## config.mk

```make
export PLATFORM = sky130hd
export DESIGN_NAME = cdb_arbiter_buffer
export DESIGN_NICKNAME = d
export VERILOG_FILES = /design/src/rtl/cdb_arbiter_buffer.sv
export SDC_FILE = /design/constraint.sdc
export NUM_CORES = 1
export LEC_CHECK = 0
export BUFFER_PORTS_ARGS = -buffer_cell sky130_fd_sc_hd__buf_2
export CAP_MARGIN = 20
export CORE_MARGIN = 4
export CORE_UTILIZATION = 52
export CTS_CLUSTER_DIAMETER = 120
export DETAILED_ROUTE_END_ITERATION = 8
export PLACE_DENSITY_LB_ADDON = 0.25
export SLEW_MARGIN = 20
export SYNTH_ARGS = -nofsm -noshare
export SYNTH_HDL_FRONTEND = slang
export SYNTH_SLANG_ARGS = --single-unit
```

## constraint.sdc

```tcl
create_clock -name clk -period 4.2 [get_ports clk]
set_input_delay 0.84 -clock clk [delete_from_list [all_inputs] [get_ports clk]]
set_output_delay 0.84 -clock clk [all_outputs]
set_load 0.02 [all_outputs]
```

## src/rtl/cdb_arbiter_buffer.sv

```systemverilog
// Per-source result FIFOs with round-robin arbitration onto a registered common data bus.
// Optional macro CDB_ARB_STALL_CNT_EN adds per-source saturating stall counters (o_stall_cnt).
module cdb_arbiter_buffer #(
  parameter int NUM_SRC    = 4,
  parameter int BW_TAG     = 6,
  parameter int BW_DATA    = 32,
  parameter int FIFO_DEPTH = 2
) (
  input  logic                         clk,
  input  logic                         rst_n,
  input  logic                         i_flush,
  input  logic [NUM_SRC-1:0]           i_src_valid,
  input  logic [NUM_SRC*BW_TAG-1:0]    i_src_tag,
  input  logic [NUM_SRC*BW_DATA-1:0]   i_src_data,
  output logic [NUM_SRC-1:0]           o_src_ready,
  output logic                         o_cdb_valid,
  output logic [BW_TAG-1:0]            o_cdb_tag,
  output logic [BW_DATA-1:0]           o_cdb_data,
  output logic [$clog2(NUM_SRC)-1:0]   o_cdb_src,
  input  logic                         i_cdb_ready
`ifdef CDB_ARB_STALL_CNT_EN
  ,
  output logic [NUM_SRC*16-1:0]        o_stall_cnt
`endif
);
  localparam int SW = $clog2(NUM_SRC);
  localparam int AW = $clog2(FIFO_DEPTH);
  localparam int CW = AW + 1;
  localparam int EW = BW_TAG + BW_DATA;
  localparam logic [CW-1:0] DEPTH_C = CW'(FIFO_DEPTH);

  logic [EW-1:0]   mem_q [NUM_SRC][FIFO_DEPTH];
  logic [EW-1:0]   mem_d [NUM_SRC][FIFO_DEPTH];
  logic [AW-1:0]   rd_q  [NUM_SRC];
  logic [AW-1:0]   rd_d  [NUM_SRC];
  logic [AW-1:0]   wr_q  [NUM_SRC];
  logic [AW-1:0]   wr_d  [NUM_SRC];
  logic [CW-1:0]   cnt_q [NUM_SRC];
  logic [CW-1:0]   cnt_d [NUM_SRC];
  logic [SW-1:0]   ptr_q, ptr_d;
  logic            valid_q, valid_d;
  logic [BW_TAG-1:0]  tag_q, tag_d;
  logic [BW_DATA-1:0] data_q, data_d;
  logic [SW-1:0]   src_q, src_d;

  logic [NUM_SRC-1:0] nonempty_s;
  logic [NUM_SRC-1:0] push_s;
  logic [NUM_SRC-1:0] pop_s;
  logic               load_en_s;
  logic               grant_vld_s;
  logic [SW-1:0]      grant_idx_s;

`ifdef CDB_ARB_STALL_CNT_EN
  logic [15:0] stall_q [NUM_SRC];
  logic [15:0] stall_d [NUM_SRC];
`endif

  // Modulo-NUM_SRC add for offsets below NUM_SRC.
  function automatic logic [SW-1:0] wrap_add(input logic [SW-1:0] base, input int offs);
    int sum;
    sum = int'(base) + offs;
    if (sum >= NUM_SRC) begin
      wrap_add = SW'(sum - NUM_SRC);
    end else begin
      wrap_add = SW'(sum);
    end
  endfunction

  // Ready and occupancy flags depend on FIFO state only.
  always_comb begin
    for (int k = 0; k < NUM_SRC; k++) begin
      o_src_ready[k] = (cnt_q[k] < DEPTH_C);
      nonempty_s[k]  = (cnt_q[k] != '0);
      push_s[k]      = i_src_valid[k] && o_src_ready[k];
    end
  end

  // Walk offsets downward so the closest non-empty FIFO to the pointer wins last.
  always_comb begin
    grant_vld_s = 1'b0;
    grant_idx_s = '0;
    for (int i = NUM_SRC - 1; i >= 0; i--) begin
      grant_idx_s = nonempty_s[wrap_add(ptr_q, i)] ? wrap_add(ptr_q, i) : grant_idx_s;
      grant_vld_s = grant_vld_s | nonempty_s[wrap_add(ptr_q, i)];
    end
  end

  // Next-state for FIFOs, output register, pointer and stall counters.
  always_comb begin
    load_en_s = !valid_q || i_cdb_ready;
    mem_d   = mem_q;
    rd_d    = rd_q;
    wr_d    = wr_q;
    cnt_d   = cnt_q;
    ptr_d   = ptr_q;
    valid_d = valid_q;
    tag_d   = tag_q;
    data_d  = data_q;
    src_d   = src_q;
    for (int k = 0; k < NUM_SRC; k++) begin
      pop_s[k] = load_en_s && grant_vld_s && (grant_idx_s == SW'(k));
      if (push_s[k]) begin
        mem_d[k][wr_q[k]] = {i_src_tag[k*BW_TAG +: BW_TAG], i_src_data[k*BW_DATA +: BW_DATA]};
        wr_d[k] = wr_q[k] + AW'(1);
      end else begin
        wr_d[k] = wr_q[k];
      end
      if (pop_s[k]) begin
        rd_d[k] = rd_q[k] + AW'(1);
      end else begin
        rd_d[k] = rd_q[k];
      end
      case ({push_s[k], pop_s[k]})
        2'b10:   cnt_d[k] = cnt_q[k] + CW'(1);
        2'b01:   cnt_d[k] = cnt_q[k] - CW'(1);
        default: cnt_d[k] = cnt_q[k];
      endcase
    end
    if (load_en_s) begin
      if (grant_vld_s) begin
        valid_d          = 1'b1;
        {tag_d, data_d}  = mem_q[grant_idx_s][rd_q[grant_idx_s]];
        src_d            = grant_idx_s;
        ptr_d            = wrap_add(grant_idx_s, 1);
      end else begin
        valid_d = 1'b0;
      end
    end else begin
      valid_d = valid_q;
    end
`ifdef CDB_ARB_STALL_CNT_EN
    for (int k = 0; k < NUM_SRC; k++) begin
      if (nonempty_s[k] && !pop_s[k] && (stall_q[k] != 16'hFFFF)) begin
        stall_d[k] = stall_q[k] + 16'd1;
      end else begin
        stall_d[k] = stall_q[k];
      end
    end
`endif
    // Flush drops buffered results, the pending broadcast and same-cycle writes.
    if (i_flush) begin
      for (int k = 0; k < NUM_SRC; k++) begin
        rd_d[k]  = '0;
        wr_d[k]  = '0;
        cnt_d[k] = '0;
`ifdef CDB_ARB_STALL_CNT_EN
        stall_d[k] = 16'd0;
`endif
      end
      valid_d = 1'b0;
      ptr_d   = '0;
    end else begin
      ptr_d = ptr_d;
    end
  end

  // State registers with asynchronous active-low reset.
  always_ff @(posedge clk or negedge rst_n) begin
    if (!rst_n) begin
      for (int k = 0; k < NUM_SRC; k++) begin
        for (int e = 0; e < FIFO_DEPTH; e++) begin
          mem_q[k][e] <= '0;
        end
        rd_q[k]  <= '0;
        wr_q[k]  <= '0;
        cnt_q[k] <= '0;
`ifdef CDB_ARB_STALL_CNT_EN
        stall_q[k] <= 16'd0;
`endif
      end
      ptr_q   <= '0;
      valid_q <= 1'b0;
      tag_q   <= '0;
      data_q  <= '0;
      src_q   <= '0;
    end else begin
      mem_q   <= mem_d;
      rd_q    <= rd_d;
      wr_q    <= wr_d;
      cnt_q   <= cnt_d;
`ifdef CDB_ARB_STALL_CNT_EN
      stall_q <= stall_d;
`endif
      ptr_q   <= ptr_d;
      valid_q <= valid_d;
      tag_q   <= tag_d;
      data_q  <= data_d;
      src_q   <= src_d;
    end
  end

  assign o_cdb_valid = valid_q;
  assign o_cdb_tag   = tag_q;
  assign o_cdb_data  = data_q;
  assign o_cdb_src   = src_q;

`ifdef CDB_ARB_STALL_CNT_EN
  // Pack stall counters like the source inputs.
  always_comb begin
    for (int k = 0; k < NUM_SRC; k++) begin
      o_stall_cnt[k*16 +: 16] = stall_q[k];
    end
  end
`endif

endmodule

```

* Yosys cells after proc, flatten, opt, wreduce, memory -nomap -nowiden *
Cells that the tools add are included.

cells by class
  add/subtract/negate cells = 25
  magnitude comparators = 23
  equal/unequal tests = 11
  muxes and demuxes = 59
  bitwise gates (word level) = 9
  reductions and logical operators = 36

operators with widths
  operator               number
  $bwmux W76             4
  $mux W38               7
  $bmux W76 S2           1
  $demux W38 S1          4
  $mux W76               2
  $reduce_bool A2 Y1     14
  $mux W2                12
  $sub A2 B1 Y2 const B  9
  $mux W1                17
  $pmux W2 S2            4
  $ge A3 B3 Y1 const B   5
  $logic_and A1 B1 Y1    13
  $eq A2 B2 Y1 const B   6
  $lt A2 B3 Y1 const B   4
  $reduce_bool A3 Y1     4
  $bmux W1 S2            5
  $eq A2 B1 Y1 const B   5
  $ge A2 B2 Y1 const B   5
  $not A1 Y2             5
  $add A1 B1 Y1 const B  8
  $add A2 B1 Y2 const B  4
  $lt A2 B1 Y1 const B   4
  $lt A2 B2 Y1 const B   4
  $mux W4                2
  10 further kinds       15

storage, ports and cells
  bits in registers = 363
  input port bits = 160
  output and inout bits = 45
  logic and storage cells = 188

* Longest topological paths before layout *
Gate-level depths: netlist of the first run.

  depth after elaboration = 17
  mapped depth = 10

* Worst setup path before layout of the first run *
OpenSTA, ideal clock, no wires.

  path type = input-to-reg
  start = input port i_src_valid[1]
  end = register mem_q[207] (netlist bit)
  setup time = 125 ps
  arrival time = 2342 ps
  required time = 4075 ps
  path slack = 1733 ps
  cell stages on the path = 5
  path buffers = 2
  cells stage by stage = nor2b_1 > nor2b_1 > buf_1 > buf_1 > mux2_2

between the ends
  word-level cells in the longest chain between the ends = 1

RTL lines
  what                  line  RTL
  from (decl)           12    input logic [NUM_SRC-1:0] i_src_valid,
  $logic_and A1 B1 Y1   74    push_s[k] = i_src_valid[k] && o_src_ready[k];
  to (signal assigned)  177   mem_q <= mem_d;
  to (decl)             32    logic [EW-1:0] mem_q [NUM_SRC][FIFO_DEPTH];

Every way passes these cells.
A chain may end at the register's enable or synchronous reset.

* Final worst setup path of the first run *
  start = register ptr_q[1]
  end = register data_q[22], in the netlist o_cdb_data[22]

between the ends
  word-level cells in the longest chain between the ends = 17
  elaborated cells between the ends (all ways) = 42
  classes of those cells = add/sub: 7; order compare: 4; mux: 25; bitwise: 5; reduce/logical: 1

RTL lines
  what                                                  line    RTL
  from (decl)                                           40      logic [SW-1:0] ptr_q, ptr_d;
  from (signal assigned)                                184     ptr_q <= ptr_d;
  $add A2 B2 Y3                                         61      sum = int'(base) + offs;
  $ge A3 B3 Y1 / $sub A2 B1 Y2 (equally long branches)  62, 63
  $mux W2                                               62      if (sum >= NUM_SRC) begin
  $bmux W1 S2                                           83, 84
  $mux W1 (implied by the code)                         83, 84
  $mux W2 (4 in series)                                 83      grant_idx_s = nonempty_s[wrap_add(ptr_q, i)] ? wrap_add(ptr_q, i) : grant_idx_s;
  $not A2 Y3 (implied by the code)                      122     {tag_d, data_d} = mem_q[grant_idx_s][rd_q[grant_idx_s]];
  $bmux W1 S2                                           122
  $mux W1 (implied by the code) (2 in series)           122
  $not A1 Y2 (implied by the code)                      122
  $mux W38 (implied by the code) (3 in series)          122
  to (signal assigned)                                  187     data_q <= data_d;
  to (decl)                                             43      logic [BW_DATA-1:0] data_q, data_d;

Parallel ways exist; a longest one is shown, timed or not. The select of a mux whose other input is x is not followed.

==> results of run 1 <==
[power by group]
| group | total, uW | switching [uW] | internal (uW) |
|---|---|---|---|
| Sequential | 5930 | 814 | 5120 |
| Combinational | 10900 | 6420 | 4440 |
| Clock | 3410 | 1430 | 1980 |
[path summary, 6_finish.rpt]
check | startpoint | slack (ps) | end | depth (start not counted)
min in group clk | o_cdb_data[7] | 490 | o_cdb_data[7] | 2
setup / recovery | ptr_q[1] | 1080 | o_cdb_data[22] | 8
max in group asynchronous | rst_n | 2850 | o_cdb_src[1] | 2
hold reg to reg | o_cdb_data[7] | 490 | o_cdb_data[7] | 2
hold / removal | rst_n | 310 | mem_q[236] | 1
setup reg to reg | ptr_q[1] | 1080 | o_cdb_data[22] | 8
[metal layers]
metal  share of wire  vias up
met5         0.00064        -
met4           0.034        4
met3           0.065      111
met2            0.48      500
met1            0.42     7332
li1                -     6733
[stage by stage]
step           hold WS [ps]  std cells  setup slack, ps  instance area, um2
6_report                310       2348             1080               21200
5_1_grt                 382       2347              793               21200
4_1_cts                 393       2346             1090               21200
3_5_place_dp            477       2275             1080               19900
3_3_place_gp            474       2275             1210               19900
2_1_floorplan           471       1771             1730               18600
[registers in the layout, indices dropped and copies added, names as in the netlist]
signal and flops:
mem_q 304, o_cdb_data 32, cnt_q 8, o_cdb_tag 6, rd_q 4, wr_q 4, o_cdb_src 2, ptr_q 2
o_cdb_valid 1
[cells by family (layout without fill, tap and decap cells)]
kind of cell | after synthesis | count (layout) | share of synthesized area
compound gates | 518 | 518 | 0.193
flops | 363 | 363 | 0.488
simple gates | 250 | 250 | 0.0762
mux | 266 | 266 | 0.161
other cells | 0 | 1 | 0
buf+inv | 357 | 472 | 0.0744
xor+xnor | 17 | 17 | 0.00799
[layout make-up]
type,instances,area [um2],area share
Inverter,158,593,0.0279
Timing Repair Buffer,243,1420,0.0668
Clock inverter,11,62.6,0.00295
Tap cell,461,577,0.0272
Multi-Input combinational cell,1051,8290,0.390
Sequential cell,363,9090,0.428
Clock buffer,60,1210,0.0569
Antenna cell,1,2.50,0.000118
[worst max-delay path: stages (launching register included)]
cell and delay (ps):
dfrtp_1 540, nor3b_4 270, buf_4 690, o31ai_1 150, o32ai_1 390, o32ai_4 140
buf_4 320, mux2_1 370, o21ai_1 130
[placed cells by master, fill, tap and decap left out, drive strengths merged, types with 3 or more instances in the layout]
cell type    n
dfrtp      363
mux2       266
buf        243
inv        160
a31oi      154
o32ai      154
nand2      120
o21ai      120
and4        77
o31ai       77
clkbuf      60
nor2        21
xnor2       15
clkinv       9
nor2b        9
a21oi        6
nor3         6
nand3        5
or2          4
nand2b       3
==> reports/results.ini, run 1 <==
[status]
outcome=finished, final reports clean

[power_and_ir_drop]
powerDensity_nw_per_um2=951
p_leak_uw=0.00926
power_uw=20200
irDropWorstVdd_mv=1.42

[sta]
tns_ps=0
rsz0062_at_grt=no
worst_slew_pin_slew_ps=1040
drv_slew=0
fin_skew_ps=20.5
max_freq_ghz=0.320
hold_viol_final=0
finalCritPeriodShare=0.743
setup_viol=0
period_needed_ps=3120
max_slew_margin=0.309

[detailed_routing]
dr.pass1.iters=6
via_per_inst=6.25
drcViolationCount=0
num_vias=14700
drt-total-wl_mm=51.6
post_drt_wl_per_cell_um=22.0
postRouteAntennaNets=0
drtIter0Drc=886

[clocking]
clk_pin_slew_worst_paths_ps=60
cts_setup_buffers=0
clk_path_buf_depth=3
cts_buffers=40
ctsHoldBuffers=0
cts_tree=done
cts-root-buf=clkbuf_16
cts_sinks=363
insertion_delay_ps=550
h-tree-depth=2
cts-resized-gates=0

[place]
numPortBuffers=204
hpwl_mm=32.5
routabilityCongestion=0.828

[final_layout]
final_net_count=2017
fin_util=0.598
drive_above_1_share=0.305
area_growth_syn_to_layout_pct=14.0
fill_cells=2933

[setup_path]
crit_path_start_kind=register
crit_arrival_ps=3560
critPathMaxFanout=77
cp_data_required_time_ps=4640
critPathCaptureType=register
critical_path_class=register to register

[logic_synthesis]
synth_top_area_cell=dfrtp_1
avgSynthCellArea_um2=10.5
post-synth-top-count-cell=dfrtp_1
synth-edff-count=0
async_flop_share=1.00
yosysUniqueCellTypes=37
synth_ff_type=dfrtp_1
syn_nets=1931
syn_inst=1771
synth_warnings=0
synth_seq_cells=363
synth_area_um2=18600
synth_top_area_frac=0.488
ys_top_cells_by_count=dfrtp_1 (363), mux2_2 (246), clkbuf_1 (160), inv_1 (158), a31oi_1 (154)
synth_area_leaders=dfrtp_1 (49%), mux2_2 (15%), o32ai_1 (7.2%), a31oi_1 (5.2%), and4_1 (3.6%)
ys_seq_area_frac=0.488

[grt]
top_usage_layer=met2
met3_usage=0.0454
antenna_found_initial=3
use_met2=0.426
grt_max_degree=146
gr-total-overflow=0
grtUsageTotal=0.263
grt_pass1_vias=14600
grtUsageMet1=0.361
grt_pass1_wl_mm=82.3

[die]
die_x_um=197
core.rowCount=69
ios=205
start_util=0.525
dieArea_um2=38900
die_h_um=197
core_area_um2=35500

[flow_run]
maxCapViolations=0

[hold_path]
hold_class=primary input to async pin

(Power assumes the default switching activity.)
==> inputs of run 2 (changes only) <==
clock period = 3.15 ns   (was 4.2 ns; I/O delays follow)
==> run 2 against run 1 <==
Setup slack worse by 750 ps. Die area stayed put. Clock power is 35% higher. Power is 36% higher. Final cell count is 0.30% higher. Core utilization is 0.36 points higher. Worst hold slack worse by 250 ps. Fmax is 11% higher. Via count is 1.9% higher. Critical path type unchanged. Largest cell class unchanged.
==> reports/results.ini, run 2 (same netlist as run 1, synthesis figures left out) <==
[clocking]
cts-resized-gates=0  ; unchanged
ctsHoldBuffers=0  ; unchanged
h-tree-depth=2  ; unchanged
cts_sinks=363  ; unchanged
clk_path_buf_depth=3  ; unchanged
clk_pin_slew_worst_paths_ps=60  ; about the same
cts_setup_buffers=0  ; unchanged
cts-root-buf=clkbuf_16  ; unchanged
insertion_delay_ps=540  ; was 550 ps
cts_tree=done  ; unchanged
cts_buffers=40  ; unchanged

[setup_path]
critPathCaptureType=register  ; unchanged
critical_path_class=register to register  ; unchanged
cp_data_required_time_ps=3600  ; was 4640 ps
path_cells=nor3b_4 -> or3_4 -> buf_4 -> a31oi_1 -> o32ai_4 -> buf_4 -> mux2_2 -> o21ai_0  ; was nor3b_4 -> buf_4 -> o31ai_1 -> o32ai_1 -> o32ai_4 -> buf_4 -> mux2_1 -> o21ai_1
path_buf_inv=2  ; unchanged
cp_common_cell=buf_4  ; unchanged
critPathMaxFanout=37  ; was 77
cpPeakStageDelay_ps=550  ; was 690 ps
crit_arrival_ps=3270  ; was 3560 ps
crit_path_start_kind=register  ; unchanged
crit_family=buffers and inverters  ; unchanged
worst_path_max_delay_cell=dfrtp_1  ; was buf_4

[die]
start_util=0.525  ; unchanged
core_area_um2=35500  ; unchanged
ios=205  ; unchanged
core.rowCount=69  ; unchanged
die_x_um=197  ; unchanged
die_h_um=197  ; unchanged
dieArea_um2=38900  ; unchanged

[final_layout]
fill_cells=2986  ; was 2933
largest_register=mem_q  ; unchanged
drive_above_1_share=0.307  ; was 0.305
layout_common_cells=dfrtp_1 (362), mux2_2 (246), buf_2 (203)  ; unchanged
area_growth_syn_to_layout_pct=14.7  ; was 14.0%
final_cells=2355  ; was 2348
final_common_cell=dfrtp_1  ; unchanged
final_net_count=2026  ; was 2017
largest_reg_flops=304  ; unchanged

[grt]
antenna_found_initial=5  ; was 3
grt_max_degree=152  ; was 146
gr-total-overflow=0  ; unchanged
grt_pass1_vias=14800  ; was 14600
grtUsageTotal=0.268  ; was 0.263
grt_pass1_wl_mm=83.7  ; was 82.3 mm

[power_and_ir_drop]
p_int_uw=15700  ; was 11500 uW
p_sw_uw=11700  ; was 8660 uW
p_leak_uw=0.00932  ; was 0.00926 uW
swShare=0.429  ; about the same
powerDensity_nw_per_um2=1280  ; was 951 nW/um2
irDropWorstVdd_mv=1.33  ; was 1.42 mV
clockPowerShare=0.168  ; was 0.169
pwr-share-comb=0.543  ; was 0.537
p_seq_frac=0.289  ; was 0.294

[sta]
period_needed_ps=2820  ; was 3120 ps
hold_viol_final=0  ; unchanged
setup_viol=0  ; unchanged
max_freq_ghz=0.354  ; was 0.320 GHz
max_slew_margin=0.408  ; was 0.309
worst_slew_pin_slew_ps=888  ; was 1040 ps
rsz0062_at_grt=no  ; unchanged
drv_slew=0  ; unchanged
tns_ps=0  ; unchanged
fin_skew_ps=16.5  ; was 20.5 ps
finalCritPeriodShare=0.896  ; was 0.743

[place]
numPortBuffers=204  ; unchanged
routabilityCongestion=0.841  ; was 0.828
hpwl_mm=33.8  ; was 32.5 mm
dp_cells=2285  ; was 2275

[detailed_routing]
drtIter0Drc=1187  ; was 886
drt-total-wl_mm=53.0  ; was 51.6 mm
num_vias=15000  ; was 14700
postRouteAntennaNets=0  ; unchanged
drcViolationCount=0  ; unchanged
via_per_inst=6.35  ; was 6.25
post_drt_wl_per_cell_um=22.5  ; was 22.0 um
dr.pass1.iters=7  ; was 6

[flow_run]
maxCapViolations=0  ; unchanged

[hold_path]
hold_class=primary input to async pin  ; unchanged

[status]
outcome=finished, final reports clean  ; unchanged

[run 2: changes by cell type in the layout (fill, tap and decap cells not counted)]
cell       before  now
bufinv_16       0    2
diode_2         1    3
clkinv_2        9    5
clkbuf_8       11    9
buf_12          6   11
buf_4          32   37
buf_16          1    0
[run 2: path summary, 6_finish.rpt]
| path | endpoint | from | depth (start not counted) | slack, ps |
|---|---|---|---|---|
| max in group asynchronous | ptr_q[0] | rst_n | 2 | 2140 |
| min in group clk | mem_q[295] | i_src_data[29] | 3 | 310 |
| setup / recovery | o_cdb_data[9] | ptr_q[1] | 8 | 330 |
| setup reg to reg | o_cdb_data[9] | ptr_q[1] | 8 | 330 |
| hold reg to reg | o_cdb_data[0] | o_cdb_data[0] | 2 | 490 |
| hold / removal | mem_q[237] | rst_n | 1 | 60 |
[run 2: layer usage]
metal  GRT usage  share of wire  vias up
li1            -              -     6773
met1       0.370           0.43     7516
met2       0.433           0.48      549
met3      0.0432          0.063      121
met4      0.0968          0.035        4
met5           0        0.00051        -
[run 2: power groups by stage]
stage	clock network (uW)	registers (uW)	logic (uW)
4_1_cts	4700	7910	14800
2_1_floorplan	0	7890	10900
5_1_grt	4890	8130	16200
3_3_place_gp	0	7870	14400
3_5_place_dp	0	7970	14700
6_report	4600	7910	14900
[run 2: area by class of cell]
cell class | count | area [um2] | area share
Tap cell | 461 | 577 | 0.0270
Timing Repair Buffer | 252 | 1530 | 0.0716
Antenna cell | 3 | 7.51 | 0.000351
Clock inverter | 9 | 103 | 0.00480
Clock buffer | 58 | 1180 | 0.0552
Multi-Input combinational cell | 1051 | 8290 | 0.388
Inverter | 158 | 593 | 0.0278
Sequential cell | 363 | 9090 | 0.425
[run 2: worst register-to-register path: stages (launching register included)]
cell and delay, ps:
dfrtp_1 550, nor3b_4 310, or3_4 210, buf_4 340, a31oi_1 210, o32ai_4 160
buf_4 420, mux2_2 390, o21ai_0 140
[run 2: through the flow]
stage	util	worst slack, ps	instance area, um2	power, uW	hold WS [ps]
finish	0.602	329	21400	27400	59.4
CTS	0.602	365	21400	27400	68.1
floorplan	-	812	18600	18800	334
global placement	0.566	468	20100	22200	467
global route	0.602	103	21400	29200	90.0
detailed placement	0.566	397	20100	22700	475
==> inputs of run 3 (changes only) <==
clock period = 2.6 ns   (was 3.15 ns; I/O delays follow)
==> run 3 against run 2 <==
Via count grew 1.4%. First-iteration DRC count rose by 0.34%. Register-to-register slack lost 270 ps. Clock skew is 5.6 ps lower.
==> reports/results.ini, run 3 (same netlist as run 1, synthesis figures left out) <==
[status]
outcome=finished, final reports clean  ; unchanged

[final_layout]
largest_reg_flops=304  ; unchanged
largest_register=mem_q  ; unchanged
seqCellArea_um2=9090  ; unchanged
fill_cells=2940  ; was 2986
final_net_count=2040  ; was 2026
layout_common_cells=dfrtp_1 (362), mux2_2 (246), buf_2 (203)  ; unchanged
drive_above_1_share=0.317  ; was 0.307
multiInputGateArea_um2=8290  ; about the same
design_area_um2=21800  ; was 21400 um2
final_common_cell=dfrtp_1  ; unchanged
final_cells=2372  ; was 2355
fin_util=0.615  ; was 0.602
area_growth_syn_to_layout_pct=17.1  ; was 14.7%

[detailed_routing]
via_per_inst=6.40  ; was 6.35
routedLengthMet1_mm=23.1  ; was 22.6 mm
routed.top_layer=met4  ; was met5
num_vias=15200  ; was 15000
drt-total-wl_mm=55.1  ; was 53.0 mm
met3WireLength_mm=3.48  ; was 3.32 mm
dr.pass1.iters=6  ; was 7
drcViolationCount=0  ; unchanged
route.met2.wl_mm=26.7  ; was 25.2 mm
drtIter0Drc=1191  ; was 1187
post_drt_wl_per_cell_um=23.2  ; was 22.5 um
postRouteAntennaNets=0  ; unchanged

[place]
numPortBuffers=204  ; unchanged
routabilityCongestion=0.823  ; was 0.841
hpwl_mm=33.5  ; was 33.8 mm
dp_slack_ps=-123  ; was 397 ps
dp_cells=2297  ; was 2285
dpl_cell_area_um2=20300  ; was 20100 um2

[sta]
worst_slew_pin_slew_ps=819  ; was 888 ps
max_freq_ghz=0.394  ; was 0.354 GHz
rsz0062_at_grt=yes  ; was no
max_slew_margin=0.454  ; was 0.408
worst_slack_ps=63.2  ; was 329 ps
hold_viol_final=0  ; unchanged
period_needed_ps=2540  ; was 2820 ps
drv_slew=0  ; unchanged
setup_viol=0  ; unchanged
fin_skew_ps=10.8  ; was 16.5 ps
finalCritPeriodShare=0.976  ; was 0.896

[grt]
antenna_found_initial=1  ; was 5
grt_pass1_wl_mm=85.7  ; was 83.7 mm
gr-total-overflow=0  ; unchanged
grt_pass1_vias=14900  ; was 14800
grtUsageTotal=0.275  ; was 0.268
grt_max_degree=119  ; was 152

[setup_path]
critPathCaptureType=register  ; unchanged
crit_arrival_ps=2980  ; was 3270 ps
critical_path_class=register to register  ; unchanged
cp_data_required_time_ps=3040  ; was 3600 ps
critPathMaxFanout=22  ; was 37
crit_path_start_kind=register  ; unchanged

[die]
core_area_um2=35500  ; unchanged
die_h_um=197  ; unchanged
die_x_um=197  ; unchanged
core.rowCount=69  ; unchanged
start_util=0.525  ; unchanged
ios=205  ; unchanged
dieArea_um2=38900  ; unchanged

[clocking]
clk_path_buf_depth=3  ; unchanged
cts_buffers=41  ; was 40
cts_sinks=363  ; unchanged
clk_pin_slew_worst_paths_ps=60  ; about the same
cts_tree=done  ; unchanged
h-tree-depth=2  ; unchanged
cts-root-buf=clkbuf_16  ; unchanged
insertion_delay_ps=530  ; was 540 ps

[hold_path]
hold_class=primary input to register  ; was primary input to async pin

[power_and_ir_drop]
powerDensity_nw_per_um2=1580  ; was 1280 nW/um2
p_leak_uw=0.00953  ; was 0.00932 uW
irDropWorstVdd_mv=2.20  ; was 1.33 mV

[flow_run]
maxCapViolations=0  ; unchanged

## run 3: critical path, cell delays in order (launching register included)
cell and delay (ps):
dfrtp_1 420, or2_1 270, buf_4 170, a21o_4 250
and4_1 210, o32ai_4 320, buf_12 270, mux2_2 360
o21ai_0 180
## run 3: repair_timing
item | CTS | global route
hold buffers | 1 | 0
buffers inserted | 0 | 0
cloned | 0 | 0
setup endpoints to repair | 12 | 34
resized for setup | 1 | 4
hold endpoints to repair | 53 | 0
## run 3: layout make-up
| type | instances | area share |
|---|---|---|
| Sequential cell | 363 | 0.417 |
| Multi-Input combinational cell | 1051 | 0.380 |
| Timing Repair Buffer | 265 | 0.0834 |
| Clock buffer | 57 | 0.0573 |
| Inverter | 158 | 0.0272 |
| Tap cell | 461 | 0.0264 |
| Clock inverter | 16 | 0.00866 |
| Antenna cell | 1 | 0.000115 |
## run 3: worst paths after layout
path                       cells after the start           start  slack [ps]             end
max reg2reg                                    8        cnt_q[4]          60   o_cdb_data[9]
max in group asynchronous                      4           rst_n        1150      mem_q[227]
max                                            8        cnt_q[4]          60   o_cdb_data[9]
min                                            3   i_src_data[8]         200      mem_q[274]
min reg2reg                                    2  o_cdb_data[13]         470  o_cdb_data[13]
min in group asynchronous                      2           rst_n         530  o_cdb_data[11]
## run 3: where the power goes
part	total (uW)	internal [uW]	switching, uW
Clock	6100	3740	2360
Sequential	9570	8270	1300
Combinational	18700	7750	11000
Total	34400	19800	14600
## run 3: layer usage
layer | GRT usage | up-vias
met3 | 0.0385 | 101
met2 | 0.453 | 605
met4 | 0.0968 | 0
met1 | 0.378 | 7674
met5 | 0 | -
li1 | - | 6796
## run 3: per-stage QoR
step / power [uW] / hold slack [ps] / TNS (ps)
after floorplan: 22700 / 224 / 0
after global routing: 36500 / 203 / -31.7
after CTS: 34300 / 185 / 0
final: 34400 / 198 / 0
after detailed placement: 28100 / 466 / -882
after global placement: 27500 / 464 / -40.5
